===== src/rtl/bp_pkg.sv =====
`default_nettype none
// ============================================================================
// Module      : bp_pkg
// Description : Shared constants, index-mode enum and counter-init helper for
//               the branch direction predictor.
// Revision    : 1.0 - initial release
// ============================================================================
package bp_pkg;

  localparam int c_pc_bits     = 32;
  localparam int c_idx_bits    = 6;
  localparam int c_ghr_bits    = 6;
  localparam int c_ctr_bits    = 2;
  localparam int c_use_gshare  = 1;

  // How the PHT index is formed from the branch PC.
  typedef enum logic {
    BIMODAL = 1'b0,
    GSHARE  = 1'b1
  } idx_mode_e;

  // Weakly-not-taken value for a counter of the given width: 2^(n-1)-1.
  function automatic logic [3:0] ctr_init(input int ctr_bits);
    return 4'((1 << (ctr_bits - 1)) - 1);
  endfunction

endpackage : bp_pkg
`default_nettype wire


===== src/rtl/bp_pht.sv =====
`default_nettype none
// ============================================================================
// Module      : bp_pht
// Description : Pattern history table of saturating counters with one
//               combinational read port and one read/modify/write port.
// Revision    : 1.0 - initial release
// ============================================================================
module bp_pht
  import bp_pkg::*;
#(
  parameter int IDX_BITS = c_idx_bits,
  parameter int CTR_BITS = c_ctr_bits
) (
  input  logic                clk,
  input  logic                rst_n,
  input  logic [IDX_BITS-1:0] i_rd_idx,
  output logic [CTR_BITS-1:0] o_rd_ctr,
  input  logic                i_wr_en,
  input  logic [IDX_BITS-1:0] i_wr_idx,
  input  logic                i_wr_taken
);

  localparam int                  c_entries = 1 << IDX_BITS;
  localparam logic [CTR_BITS-1:0] c_init    = CTR_BITS'(ctr_init(CTR_BITS));
  localparam logic [CTR_BITS-1:0] c_max     = '1;

  logic [CTR_BITS-1:0] r_pht [c_entries];
  logic [CTR_BITS-1:0] w_wr_cur;
  logic [CTR_BITS-1:0] w_wr_nxt;

  // Reads see the table as it stands before this cycle's write lands, so a
  // same-index predict/update pair predicts from the old counter.
  assign o_rd_ctr = r_pht[i_rd_idx];
  assign w_wr_cur = r_pht[i_wr_idx];

  // Saturating step toward the resolved direction.
  always_comb begin
    w_wr_nxt = w_wr_cur;
    if (i_wr_taken && (w_wr_cur != c_max)) begin
      w_wr_nxt = w_wr_cur + CTR_BITS'(1);
    end else if (!i_wr_taken && (w_wr_cur != '0)) begin
      w_wr_nxt = w_wr_cur - CTR_BITS'(1);
    end
  end

  // Counter storage: reset to weakly-not-taken, train one entry per update.
  always_ff @(posedge clk or negedge rst_n) begin
    if (!rst_n) begin
      for (int i = 0; i < c_entries; i++) begin
        r_pht[i] <= c_init;
      end
    end else if (i_wr_en) begin
      r_pht[i_wr_idx] <= w_wr_nxt;
    end
  end

endmodule : bp_pht
`default_nettype wire


===== src/rtl/gshare_predictor.sv =====
`default_nettype none
// ============================================================================
// Module      : gshare_predictor
// Description : Gshare / bimodal branch direction predictor with global
//               history register, registered prediction outputs and
//               saturating prediction / misprediction statistics.
// Revision    : 1.0 - initial release
// ============================================================================
module gshare_predictor
  import bp_pkg::*;
#(
  parameter int PC_BITS    = c_pc_bits,
  parameter int IDX_BITS   = c_idx_bits,
  parameter int GHR_BITS   = c_ghr_bits,
  parameter int CTR_BITS   = c_ctr_bits,
  parameter int USE_GSHARE = c_use_gshare
) (
  input  logic                clk,
  input  logic                rst_n,
  input  logic                pred_valid_i,
  input  logic [PC_BITS-1:0]  pred_pc_i,
  output logic                pred_valid_o,
  output logic                pred_taken_o,
  output logic [IDX_BITS-1:0] pred_idx_o,
  input  logic                upd_valid_i,
  input  logic [IDX_BITS-1:0] upd_idx_i,
  input  logic                upd_taken_i,
  input  logic                upd_mispredict_i,
  output logic [GHR_BITS-1:0] ghr_o,
  output logic [31:0]         stat_pred_o,
  output logic [31:0]         stat_mispred_o
);

  localparam idx_mode_e c_mode = (USE_GSHARE != 0) ? GSHARE : BIMODAL;

  logic [GHR_BITS-1:0] r_ghr;
  logic [IDX_BITS-1:0] w_pc_idx;
  logic [IDX_BITS-1:0] w_idx;
  logic [CTR_BITS-1:0] w_ctr;
  logic                r_pred_valid;
  logic                r_pred_taken;
  logic [IDX_BITS-1:0] r_pred_idx;
  logic [31:0]         r_stat_pred;
  logic [31:0]         r_stat_mispred;
  logic                w_unused;

  // Branches are word aligned, so PC bits [1:0] carry no information.
  assign w_pc_idx = pred_pc_i[IDX_BITS+1:2];

  generate
    if (c_mode == GSHARE) begin : g_gshare
      // History occupies the low index bits; shorter histories zero-extend.
      assign w_idx = w_pc_idx ^ IDX_BITS'(r_ghr);
    end else begin : g_bimodal
      assign w_idx = w_pc_idx;
    end
  endgenerate

  bp_pht #(
    .IDX_BITS (IDX_BITS),
    .CTR_BITS (CTR_BITS)
  ) u_pht (
    .clk        (clk),
    .rst_n      (rst_n),
    .i_rd_idx   (w_idx),
    .o_rd_ctr   (w_ctr),
    .i_wr_en    (upd_valid_i),
    .i_wr_idx   (upd_idx_i),
    .i_wr_taken (upd_taken_i)
  );

  // Only the counter MSB and the index PC bits feed the prediction.
  assign w_unused = ^{pred_pc_i, w_ctr};

  // Global history: shift in each resolved direction, oldest bit falls off.
  always_ff @(posedge clk or negedge rst_n) begin
    if (!rst_n) begin
      r_ghr <= '0;
    end else if (upd_valid_i) begin
      r_ghr <= GHR_BITS'({r_ghr, upd_taken_i});
    end
  end

  // Prediction result register: valid pulses per request, payload holds.
  always_ff @(posedge clk or negedge rst_n) begin
    if (!rst_n) begin
      r_pred_valid <= 1'b0;
      r_pred_taken <= 1'b0;
      r_pred_idx   <= '0;
    end else begin
      r_pred_valid <= pred_valid_i;
      if (pred_valid_i) begin
        r_pred_taken <= w_ctr[CTR_BITS-1];
        r_pred_idx   <= w_idx;
      end
    end
  end

  // Saturating event counters for issued predictions and reported misses.
  always_ff @(posedge clk or negedge rst_n) begin
    if (!rst_n) begin
      r_stat_pred    <= '0;
      r_stat_mispred <= '0;
    end else begin
      if (pred_valid_i && (r_stat_pred != 32'hFFFF_FFFF)) begin
        r_stat_pred <= r_stat_pred + 32'd1;
      end
      if (upd_valid_i && upd_mispredict_i && (r_stat_mispred != 32'hFFFF_FFFF)) begin
        r_stat_mispred <= r_stat_mispred + 32'd1;
      end
    end
  end

  assign pred_valid_o   = r_pred_valid;
  assign pred_taken_o   = r_pred_taken;
  assign pred_idx_o     = r_pred_idx;
  assign ghr_o          = r_ghr;
  assign stat_pred_o    = r_stat_pred;
  assign stat_mispred_o = r_stat_mispred;

endmodule : gshare_predictor
`default_nettype wire

===== config.mk =====
export PLATFORM = sky130hd
export DESIGN_NAME = gshare_predictor
export DESIGN_NICKNAME = d
export VERILOG_FILES = /design/src/rtl/bp_pkg.sv /design/src/rtl/bp_pht.sv /design/src/rtl/gshare_predictor.sv
export SDC_FILE = /design/constraint.sdc
export NUM_CORES = 1
export LEC_CHECK = 0
export ABC_AREA = 0
export ABC_CLOCK_PERIOD_IN_PS = 3500
export CORE_UTILIZATION = 50
export CTS_BUF_LIST = sky130_fd_sc_hd__clkbuf_16
export CTS_CLUSTER_SIZE = 10
export DETAILED_ROUTE_END_ITERATION = 12
export HOLD_SLACK_MARGIN = 0.06
export PLACE_DENSITY = 0.72
export RECOVER_POWER = 25
export SLEW_MARGIN = 25
export SYNTH_ARGS = -nofsm -noshare
export SYNTH_HDL_FRONTEND = slang
export SYNTH_SLANG_ARGS = --single-unit
export TNS_END_PERCENT = 1

===== constraint.sdc =====
create_clock -name clk -period 3.5 [get_ports clk]
set_input_delay 0.7 -clock clk [delete_from_list [all_inputs] [get_ports clk]]
set_output_delay 0.7 -clock clk [all_outputs]
set_load 0.01 [all_outputs]

# Yosys cells after proc, flatten, opt, wreduce, memory -nomap -nowiden
# Index checks and enable logic that the tools add are counted.
[classes]
magnitude_cmp = 3
n_eq_ne = 3
n_addsub = 4
n_reduce_logical = 8
bitwise = 3
mux = 11
[op_table]
columns = ["cell", "count"]
rows = [
  ["$bwmux 128", 1],
  ["$add 32x1->32 const B", 2],
  ["$ne 32x32->1 const B", 2],
  ["$bmux 2 s6", 2],
  ["$ge 7x7->1 const B", 2],
  ["$mux 2", 7],
  ["$not 6->7", 2],
  ["$demux 2 s6", 1],
  ["$lt 7x1->1 const B", 1],
  ["$logic_and 1x1->1", 6],
  ["$xor 6x6->6", 1],
  ["$add 2x1->2 const B", 1],
  ["$ne 2x2->1 const B", 1],
  ["$reduce_bool 2->1", 1],
  ["$sub 2x1->2 const B", 1],
  ["$logic_not 1->1", 1],
]
[word_totals]
wordCells = 102
output_inout_bits = 78
register_bits = 206

# Logic depth before layout (Yosys ltp)
[depth]
ltp_word = 9
ltp_mapped = 18
depth_no_buf = 12

# Hierarchy
# A second synthesis with hierarchy kept.
[hier_totals]
hier_cells = 1044
area_unflattened_um2 = 11031.8
[modules_own_cells]
columns = ["module", "instances", "cells_each", "area_each_um2", "seq_area_each_um2"]
rows = [
  ["bp_pht", 1, 707, 7327.0, 3283.1],
  ["gshare_predictor", 1, 337, 3704.8, 1951.9],
]

# Worst setup path before layout
# No wires, ideal clock.
[synth_timing]
path_kind = "input to register"
startpoint = "input upd_idx_i[0]"
endpoint = "register u_pht.r_pht[121] (netlist name)"
required_ns = 3.356
path_slack_ns = -0.221
setup_ns = 0.144
t_arrival_ns = 3.578
stages = 13
n_path_buf = 2
cell_sequence = "buf_6 mux4_1 mux2_2 nand2_1 o21ai_1 or4_4 inv_1 ha_1 a31oi_1 clkbuf_1 nor2_1 a21oi_1 o21ai_0"
[synth_between]
elab_chain_len = 9
elab_cells_between_ends = 18
cone_classes = "2 x add/sub; 2 x order compare; 1 x eq/ne; 8 x mux; 1 x bitwise; 4 x reduce/logical"
[synth_rtl]
columns = ["item", "line_no", "rtl"]
rows = [
  ["from (decl)", "gshare_predictor.sv:26", "input logic [IDX_BITS-1:0] upd_idx_i,"],
  ["$not 6->7 (not written as such) *", "bp_pht.sv:34, bp_pht.sv:53", ""],
  ["branches (longest 7 deep; another with $sub 2x1->2)", "n/a", ""],
  ["$bwmux 128 *", "bp_pht.sv:53", "r_pht[i_wr_idx] <= w_wr_nxt;"],
  ["to (signal, indexed assignment)", "bp_pht.sv:50", "r_pht[i] <= c_init;"],
  ["to (signal, indexed assignment)", "bp_pht.sv:53", ""],
  ["to (decl)", "bp_pht.sv:27", "logic [CTR_BITS-1:0] r_pht [c_entries];"],
]
# Every way passes the cells marked *. The select of a mux whose other input is x is not followed.
# A chain may end at the register's enable or synchronous reset.

# Worst setup path in the final report
[layout_timing]
startpoint = "input upd_idx_i[0]"
endpoint = "register u_pht.r_pht[3] (netlist name)"
# The elaborated chain is that of the path after synthesis.

==> flow_summary.toml <==
[sta]
final-setup-viol-count = 0
layout_min_cycle_time_ns = 3.37
finalHoldViolCount = 0
slew_viol_final = 91
finalCritPeriodShare_pct = 96.2
max_freq_mhz = 297
finClkSkew_ns = 0.00844
relSlewSlack_pct = -45.2
tightest_slew_ns = 2.18

[yosys]
yosysTopAreaCell = "dfrtp_1"
synthMuxAreaShare_pct = 10.0
synthCells = 1080
synth_simple_gate_area_share_pct = 18.4
synthXorXnorAreaFrac_pct = 6.03
synth_area_leaders = "dfrtp_1 33%, dfstp_2 16%, nand2_1 6.8%, mux4_2 5.9%, o21ai_0 4.9%"
synthFlopType = "dfrtp_1"
synthArstFlopShare_pct = 100
synth-compound-area-share_pct = 12.8
yosysMostFrequentCell = "nand2_1"
ys_seq_area_share_pct = 49.2
syn_area_sq_mm = 0.0106
syn-num-nets = 1128
synth_top_area_share_pct = 33.4
synth_top_family_by_area = "simple AND/OR/NAND/NOR gates"
synth.distinct_cells = 56
ys_ff_latch = 206
synthAdderAreaFrac_pct = 0.471
synth_commonest_cells = "192 x nand2_1, 142 x dfrtp_1, 105 x o21ai_0, 98 x nor2_1, 82 x a21oi_1"
yosysWarnings = 0
synth-edff-count = 0
avgSynthCellArea_sq_um = 9.84

[floorplanning]
die_h_um = 148
io_pins = 122
num_rows = 52
die_width_um = 148
core_area_sq_mm = 0.0206
die_area_sq_mm = 0.0218
initial_core_util_pct = 51.7

[critical_path]
crit_buf_inv = 6
critPathSlowestCell = "mux4_2"
cp.required_ns = 3.94
start_kind = "primary input"
arrival_ns = 3.81
cpMostUsedCell = "buf_4"
slowest_delay_ns = 0.51
worstPathCellList = "clkbuf_4, buf_12, buf_4, mux4_2, mux2i_2, o22ai_1, or4_4, inv_1, ha_4, nor3_4, a31oi_4, buf_4, buf_16, o21ai_0, o21bai_1"
worstSetupPathType = "primary input to register"
timing.rr.start = "u_pht.r_pht[8]$_DFFE_PN1P_"
rrSetupSlack_ns = 0.31
r2r_cells = 13
worst-path-max-fanout = 24
worstSetupEndpointType = "register"
timing.rr.end = "u_pht.r_pht[3]$_DFFE_PN0P_"
crit_family = "buffers and inverters"

[clock_tree]
clk_path_buf_depth = 3
hold_buffers = 0
cts_root_buffer = "clkbuf_16"
insertion_delay_ns = 0.52
cts_htree_levels = 1
clk_pin_slew_ns = 0.06
cts_tree = "built"
cts_sinks = 206
numCtsBuffers = 24

[finish]
syn2layout_area_growth_pct = 23.1
antenna_cells = 0
nFillCells = 1659
nets = 1264
finalNonFillerCells = 1503
final_util_pct = 63.7
drive_above_1_share_pct = 18.7

[detailed_routing]
drtIter0Drc = 592
avgRoutedWirePerCell_um = 18.2
postRouteAntennaNets = 0
via_per_inst = 5.77
drc = 0
first_pass_iters = 5
vias = 8675
wl_um = 27400

[placement]
hpwlAfterDp_um = 18600
place_congestion = 0.862
dp.cells = 1454
portBuffers = 95

[pwr]
p_switching_mw = 2.41
cellPowerDensity_mw_per_mm2 = 576
pwr-share-comb_pct = 27.7
seq_power_share_pct = 43.4
internal_power_mw = 5.13
p_total_mw = 7.54
p_sw_share_pct = 32.0
peakVddDrop_v = 0.000373
clkPwrFrac_pct = 28.9
leakagePower_nw = 5.45

[global_route]
grt_max_degree = 91
grt_usage_pct = 25.5
grt_pass1_wl_um = 43900
grt_pass1_vias = 8359
gr-total-overflow = 0
antenna_found_initial = 0

[run_status]
violations = "max-capacitance violations, max-slew violations"
status = "finished with violations"

[min_path]
min_from = "u_pht.r_pht[112]$_DFFE_PN1P_"
min_to = "u_pht.r_pht[112]$_DFFE_PN1P_"
hold_depth = 2
min_path_type = "register to register"

[run]
drv_cap = 1
[per-layer routing]
metal  part of all wire, %  global-route usage, %
met5                     0                      0
met4                   3.2                   9.12
met3                   6.6                   4.88
met2                    48                   42.4
met1                    42                   33.4
[timing repair]
action                     CTS  global route
setup endpoints to repair   64           110
pin swaps                    0             3
gates resized for setup      8            13
gates cloned                 2             0
buffers inserted             2             2
[power by group through the flow]
stage	Sequential [mW]	Clock (mW)	Combinational, mW
2_1_floorplan	3.24	0	1.27
3_3_place_gp	3.28	0	1.93
3_5_place_dp	3.30	0	1.98
4_1_cts	3.26	2.22	2.06
5_1_grt	3.32	2.31	2.27
6_report	3.27	2.18	2.09
[kinds of logic (layout without fill, tap and decap cells)]
logic type / after synthesis / in the layout
XOR/XNOR: 71 / 71
flip-flops: 206 / 206
AO/OA/AOI/OAI: 243 / 243
buffers and inverters: 62 / 215
multiplexers: 62 / 62
AND/OR/NAND/NOR: 432 / 432
adder cells (fa/ha/maj): 4 / 4
[worst register-to-register path, cell delays in order (launching register included)]
cell      delay (ns)
dfstp_2         0.36
mux4_1          0.48
mux2_2          0.31
nand2_1         0.09
o21ai_1         0.07
or4_4           0.56
inv_1           0.14
ha_4            0.25
nor3_4          0.20
a31oi_4         0.05
buf_4           0.18
buf_16          0.17
o21ai_0         0.15
o21bai_1        0.12
[cell usage in the layout, fill, tap and decap left out, types with 7 or more instances in the layout]
| cell type | n |
|---|---|
| a211oi_1 | 7 |
| a21oi_1 | 82 |
| and2_1 | 8 |
| and3_1 | 7 |
| and4_1 | 8 |
| buf_12 | 10 |
| buf_4 | 48 |
| clkbuf_16 | 24 |
| clkdlybuf4s50_1 | 91 |
| dfrtp_1 | 142 |
| dfstp_2 | 64 |
| inv_1 | 26 |
| mux2_2 | 10 |
| mux2i_1 | 16 |
| mux4_2 | 28 |
| nand2_1 | 192 |
| nand2b_1 | 8 |
| nand3_1 | 25 |
| nand4_1 | 12 |
| nor2_1 | 98 |
| nor2b_1 | 8 |
| nor3_1 | 27 |
| nor4_1 | 16 |
| o21ai_0 | 105 |
| o21ai_1 | 13 |
| o21ai_2 | 15 |
| xnor2_1 | 33 |
| xor2_1 | 35 |
[worst max-delay path by stage]
stage | startpoint | to | slack, ns | depth (start not counted)
2_1_floorplan | upd_idx_i[0] | u_pht.r_pht[101]$_DFFE_PN0P_ | -0.02 | 11
3_3_place_gp | upd_idx_i[2] | u_pht.r_pht[61]$_DFFE_PN0P_ | -0.52 | 12
3_5_place_dp | upd_idx_i[2] | u_pht.r_pht[69]$_DFFE_PN0P_ | -0.55 | 12
4_1_cts | upd_idx_i[2] | u_pht.r_pht[3]$_DFFE_PN0P_ | 0.03 | 14
5_1_grt | upd_idx_i[0] | u_pht.r_pht[119]$_DFFE_PN0P_ | -0.02 | 17
6_report | upd_idx_i[0] | u_pht.r_pht[3]$_DFFE_PN0P_ | 0.13 | 15
[through the flow]
| stage | setup WS, ns | hold slack [ns] | instance area (sq um) | setup TNS (ns) |
|---|---|---|---|---|
| 2_1_floorplan | -0.0191 | 0.404 | 10700 | -0.961 |
| 3_3_place_gp | -0.520 | 0.450 | 12300 | -55.88 |
| 3_5_place_dp | -0.553 | 0.460 | 12300 | -57.69 |
| 4_1_cts | 0.0261 | 0.273 | 13100 | 0 |
| 5_1_grt | -0.0186 | 0.483 | 13100 | -0.0239 |
| 6_report | 0.134 | 0.463 | 13100 | 0 |
[flip-flops by register name (all words and copies together), names as in the netlist]
name            cells
stat_pred_o        32
pred_taken_o        1
pred_valid_o        1
u_pht.r_pht       128
stat_mispred_o     32
pred_idx_o          6
ghr_o               6
[area by class of cell]
| cell class | instances | area, sq um | share of cell area (%) |
|---|---|---|---|
| clock inverter | 19 | 83.8 | 0.640 |
| sequential | 206 | 5240 | 40.0 |
| inverter | 10 | 37.5 | 0.287 |
| tap | 270 | 338 | 2.58 |
| clock buffer | 24 | 601 | 4.59 |
| timing repair buffer | 162 | 1620 | 12.4 |
| multi-input combinational | 812 | 5170 | 39.5 |
(Power assumes the default switching activity.)
